--- src/rtl/fetch_stage.sv ---
// RV32 instruction fetch stage with IF/ID pipeline register and a one-entry skid buffer.
// Owns the PC, runs a req/ack handshake to instruction memory and squashes fetches on redirect.
module fetch_stage #(
  parameter int              XLEN      = 32,
  parameter logic [XLEN-1:0] RESET_PC  = 32'h0000_0000,
  parameter logic [31:0]     NOP_INSTR = 32'h0000_0013
) (
  input  logic            clk,
  input  logic            rst,
  output logic            imem_req,
  output logic [XLEN-1:0] imem_addr,
  input  logic            imem_ack,
  input  logic [31:0]     imem_rdata,
  input  logic            stall,
  input  logic            redirect_valid,
  input  logic [XLEN-1:0] redirect_pc,
  output logic            if_valid,
  output logic [31:0]     if_instr,
  output logic [XLEN-1:0] if_pc,
  output logic [XLEN-1:0] if_pc_plus4
);

  localparam logic [XLEN-1:0] PC_STEP = XLEN'(3'd4);

  typedef enum logic [1:0] {
    ST_REQ  = 2'b00,
    ST_IDLE = 2'b01,
    ST_DROP = 2'b10
  } state_t;

  function automatic logic [XLEN-1:0] word_align(input logic [XLEN-1:0] addr);
    return {addr[XLEN-1:2], 2'b00};
  endfunction

  state_t          state_r, state_s;
  logic [XLEN-1:0] pc_r, pc_s;
  logic [XLEN-1:0] tgt_r, tgt_s;
  logic            skid_valid_r, skid_valid_s;
  logic [31:0]     skid_instr_r, skid_instr_s;
  logic [XLEN-1:0] skid_pc_r, skid_pc_s;
  logic            if_valid_s;
  logic [31:0]     if_instr_s;
  logic [XLEN-1:0] if_pc_s, if_pc_plus4_s;
  logic            out_free_s;
  logic            ack_take_s;

  // In DROP the bus keeps showing the squashed address until its ack arrives.
  assign imem_req   = !rst && ((state_r == ST_REQ) || (state_r == ST_DROP));
  assign imem_addr  = pc_r;
  assign out_free_s = !if_valid || !stall;
  assign ack_take_s = imem_req && imem_ack;

  // Next-state, PC, skid and IF/ID register update.
  always_comb begin
    state_s       = state_r;
    pc_s          = pc_r;
    tgt_s         = tgt_r;
    skid_valid_s  = skid_valid_r;
    skid_instr_s  = skid_instr_r;
    skid_pc_s     = skid_pc_r;
    if_valid_s    = if_valid;
    if_instr_s    = if_instr;
    if_pc_s       = if_pc;
    if_pc_plus4_s = if_pc_plus4;

    if (redirect_valid) begin
      if_valid_s   = 1'b0;
      if_instr_s   = NOP_INSTR;
      skid_valid_s = 1'b0;
      if (imem_req && !imem_ack) begin
        state_s = ST_DROP;
        tgt_s   = word_align(redirect_pc);
      end else begin
        state_s = ST_REQ;
        pc_s    = word_align(redirect_pc);
      end
    end else begin
      case (state_r)
        ST_REQ: begin
          // Skid content is older than any new ack, so it drains first.
          if (out_free_s) begin
            if (skid_valid_r) begin
              if_valid_s    = 1'b1;
              if_instr_s    = skid_instr_r;
              if_pc_s       = skid_pc_r;
              if_pc_plus4_s = skid_pc_r + PC_STEP;
              skid_valid_s  = 1'b0;
            end else if (ack_take_s) begin
              if_valid_s    = 1'b1;
              if_instr_s    = imem_rdata;
              if_pc_s       = pc_r;
              if_pc_plus4_s = pc_r + PC_STEP;
            end else begin
              if_valid_s = 1'b0;
              if_instr_s = NOP_INSTR;
            end
          end else begin
            if_valid_s = if_valid;
          end
          if (ack_take_s) begin
            pc_s = pc_r + PC_STEP;
            if (!out_free_s || skid_valid_r) begin
              skid_valid_s = 1'b1;
              skid_instr_s = imem_rdata;
              skid_pc_s    = pc_r;
              state_s      = ST_IDLE;
            end else begin
              state_s = ST_REQ;
            end
          end else begin
            state_s = ST_REQ;
          end
        end
        ST_IDLE: begin
          if (out_free_s) begin
            if_valid_s    = 1'b1;
            if_instr_s    = skid_instr_r;
            if_pc_s       = skid_pc_r;
            if_pc_plus4_s = skid_pc_r + PC_STEP;
            skid_valid_s  = 1'b0;
            state_s       = ST_REQ;
          end else begin
            state_s = ST_IDLE;
          end
        end
        ST_DROP: begin
          if (out_free_s) begin
            if_valid_s = 1'b0;
            if_instr_s = NOP_INSTR;
          end else begin
            if_valid_s = if_valid;
          end
          if (ack_take_s) begin
            pc_s    = tgt_r;
            state_s = ST_REQ;
          end else begin
            state_s = ST_DROP;
          end
        end
        default: begin
          state_s = ST_REQ;
        end
      endcase
    end
  end

  // State and pipeline registers with synchronous reset.
  always_ff @(posedge clk) begin
    if (rst) begin
      state_r      <= ST_REQ;
      pc_r         <= RESET_PC;
      tgt_r        <= RESET_PC;
      skid_valid_r <= 1'b0;
      skid_instr_r <= NOP_INSTR;
      skid_pc_r    <= RESET_PC;
      if_valid     <= 1'b0;
      if_instr     <= NOP_INSTR;
      if_pc        <= RESET_PC;
      if_pc_plus4  <= RESET_PC + PC_STEP;
    end else begin
      state_r      <= state_s;
      pc_r         <= pc_s;
      tgt_r        <= tgt_s;
      skid_valid_r <= skid_valid_s;
      skid_instr_r <= skid_instr_s;
      skid_pc_r    <= skid_pc_s;
      if_valid     <= if_valid_s;
      if_instr     <= if_instr_s;
      if_pc        <= if_pc_s;
      if_pc_plus4  <= if_pc_plus4_s;
    end
  end

endmodule

--- config.mk ---
export PLATFORM = sky130hd
export DESIGN_NAME = fetch_stage
export DESIGN_NICKNAME = d
export VERILOG_FILES = /design/src/rtl/fetch_stage.sv
export SDC_FILE = /design/constraint.sdc
export NUM_CORES = 1
export LEC_CHECK = 0
export ABC_CLOCK_PERIOD_IN_PS = 2630
export CORE_ASPECT_RATIO = 2
export CORE_UTILIZATION = 52
export DETAILED_ROUTE_END_ITERATION = 16
export PLACE_DENSITY = 0.8
export SYNTH_ARGS = -nofsm -noshare
export SYNTH_HDL_FRONTEND = slang
export SYNTH_SLANG_ARGS = --single-unit
--- constraint.sdc ---
create_clock -name clk -period 2.63 [get_ports clk]
set_clock_uncertainty 0.2 [all_clocks]
set_input_delay 0.263 -clock clk [delete_from_list [all_inputs] [get_ports clk]]
set_output_delay 0.263 -clock clk [all_outputs]
set_load 0.005 [all_outputs]
==> impl_metrics.ini <==
[floorplanning]
dieArea_um2 = 20600
start_util_pct = 53.4
die_h_um = 202
io_pins = 199
die_x_um = 102
core_um2 = 19500
placementRows = 72

[critical_path]
cp_data_required_time_ns = 2.78
path_max_fanout = 6
crit_arrival_ns = 2.69
critPathKind = flop to flop
end_kind = flop
crit_path_start_kind = flop

[drt]
drt_iter0_markers = 817
wl_per_cell_um = 19.9
dr_total_vias = 10900
drc = 0
drtAntennaViolNets = 0
drt-total-wl_mm = 35.7
drt-pass1-iter-count = 5
viasPerCell = 6.05

[global_route]
grt_max_degree = 98
gr-total-overflow = 0
grt_pass1_wl_mm = 55.1
track_usage_pct = 34.6
antenna_found_initial = 0
grt_pass1_vias = 10700

[pwr]
power.switching_uw = 2020
vdd_drop_max_v = 0.000485
power.share.combinational_pct = 16.0
pwr-share-seq_pct = 45.5
power_density_nw_per_um2 = 568
p_int_uw = 5720
pwr-share-clk_pct = 38.5
p_leak_uw = 0.00481
p_sw_share_pct = 26.1

[layout]
final_nets = 1600
stdcell_area_um2 = 13600
layout_commonest_cell = nand2_1
drive_gt1_share_pct = 10.0
antennaDiodeCount = 0
final_core_util_pct = 70.1
final_cell_mix = 310 x nand2_1, 217 x dfxtp_1, 189 x clkdlybuf4s50_1
syn_to_final_growth_pct = 31.2

[timing]
setup_viol = 0
tns_ns = 0
relSlewSlack_pct = 51.4
clock.fmax_mhz = 394
whs_ns = 0.127
layout_min_cycle_time_ns = 2.54
rsz0062_at_grt = no
hold_viol = 0
finalCritPeriodShare_pct = 96.5
tightest_slew_ns = 0.729
maxSlewViolCount = 0

[placed_design]
numPortBuffers = 190
gp_congestion = 0.998
dp.final_hpwl_mm = 25.1
dpl_cell_area_um2 = 12900

[hold_path]
hold_path.class = input pin to flop

[clock_tree]
path_clk_slew_ns = 0.07
cts_tree = yes
htree_levels = 1
cts.sinks = 218
post_cts_buffers = 0
cts_root_buf = clkbuf_16
cts_buffers = 20
clk_latency_ns = 0.50
clockBufferDepth = 3

[yosys]
synthArstFlopShare_pct = 0
yosysUniqueCellTypes = 70
synth_edf_count = 0
synth-seq-cells = 218
yosys_warnings = 0
yosysSeqAreaShare_pct = 42.0
synthCells = 1346
avgSynthCellArea_um2 = 7.72
synth_ff_type = dfxtp_1
syn_area_um2 = 10400

[run_status]
outcome = finished clean

[flow_run]
maxCapViolCount = 0
==> synth_stat cells, types with 16 or more instances <==
cell type	instances	area share (%)
clkbuf_1	97	3.5
xnor2_1	38	3.2
mux2i_1	16	1.5
nor3_1	49	2.4
dfxtp_1	218	42
xor2_1	18	1.5
o21ai_0	36	1.7
nand2_1	310	11
nand4_1	16	0.96
nor2_1	117	4.2
a311oi_1	33	2.8
nand3_1	45	2.2
o211ai_1	16	1.2
a21oi_1	135	6.5
a221oi_1	38	3.2
==> kinds of logic after synthesis <==
family                     count (synthesis)  share of synthesized area, %
and+or+nand+nor                          593                          25.5
muxes                                     17                          1.65
buffers and inverters                    137                          5.39
AOI/OAI and AO/OA                        318                          20.0
other                                      1                        0.0361
DFF                                      218                          42.0
xor gates and xnor gates                  56                          4.72
adders and majority gates                  6                         0.722
==> layer usage <==
metal	track usage (%)	up-vias	routed length, um
met4	30.8	0	3610
met1	35.2	5046	11500
met2	59.6	574	18100
met3	5.01	198	2500
met5	0	-	0
li1	-	5052	-
==> worst paths after layout <==
check                  startpoint               to  slack (ns)  cells past startpoint
setup reg to reg     imem_addr[2]    imem_addr[22]        0.09                      6
hold reg to reg   skid_instr_r[6]  skid_instr_r[6]        0.25                      2
setup / recovery     imem_addr[2]    imem_addr[22]        0.09                      6
hold / removal     redirect_pc[2]         tgt_r[2]        0.13                      3
==> worst max-delay path: stages, from the launching register on <==
cell      delay [ns]
dfxtp_1         0.48
ha_1            0.24
and4_1          0.35
nand4_1         0.14
or3b_2          0.49
a221oi_1        0.37
nor3_1          0.11
==> state kept, by name (all words and copies together), names as in the netlist <==
name and flops:
if_instr 32, skid_valid_r 1, tgt_r 30, if_valid 1
imem_addr 30, if_pc_plus4 30, skid_instr_r 32, skid_pc_r 30
state_r 2, if_pc 30
==> through the flow <==
stage / power [uW] / cells / setup WS, ns
finish: 7740 / 1796 / 0.0926
CTS: 7730 / 1796 / 0.0380
global route: 8000 / 1796 / 0.00558
detailed placement: 4790 / 1761 / 0.0179
global placement: 4770 / 1761 / 0.0834
floorplan: 4140 / 1351 / 0.323
==> repair_timing <==
item / in CTS / in global routing
pin swaps: 0 / 1
gates cloned: 0 / 0
hold buffers: 1 / 0
resized for setup: 2 / 12
hold endpoints to repair: 8 / 0
setup endpoints to repair: 7 / 4
==> cell type report <==
type                            count  area [um^2]
Multi-Input combinational cell    996         5580
Sequential cell                   218         4370
Clock buffer                       28          572
Fill cell                        1600         5830
Clock inverter                      6         80.1
Tap cell                          259          324
Timing Repair Buffer              276         2660
Inverter                           13         48.8
==> power by group through the flow <==
stage,Sequential [uW],Combinational (uW),Clock (uW)
finish,3520,1240,2980
global route,3540,1320,3140
CTS,3520,1210,3000
detailed placement,3590,1200,0
global placement,3590,1180,0
floorplan,3590,551,0
No activity file was read; power rests on OpenSTA's default activity.
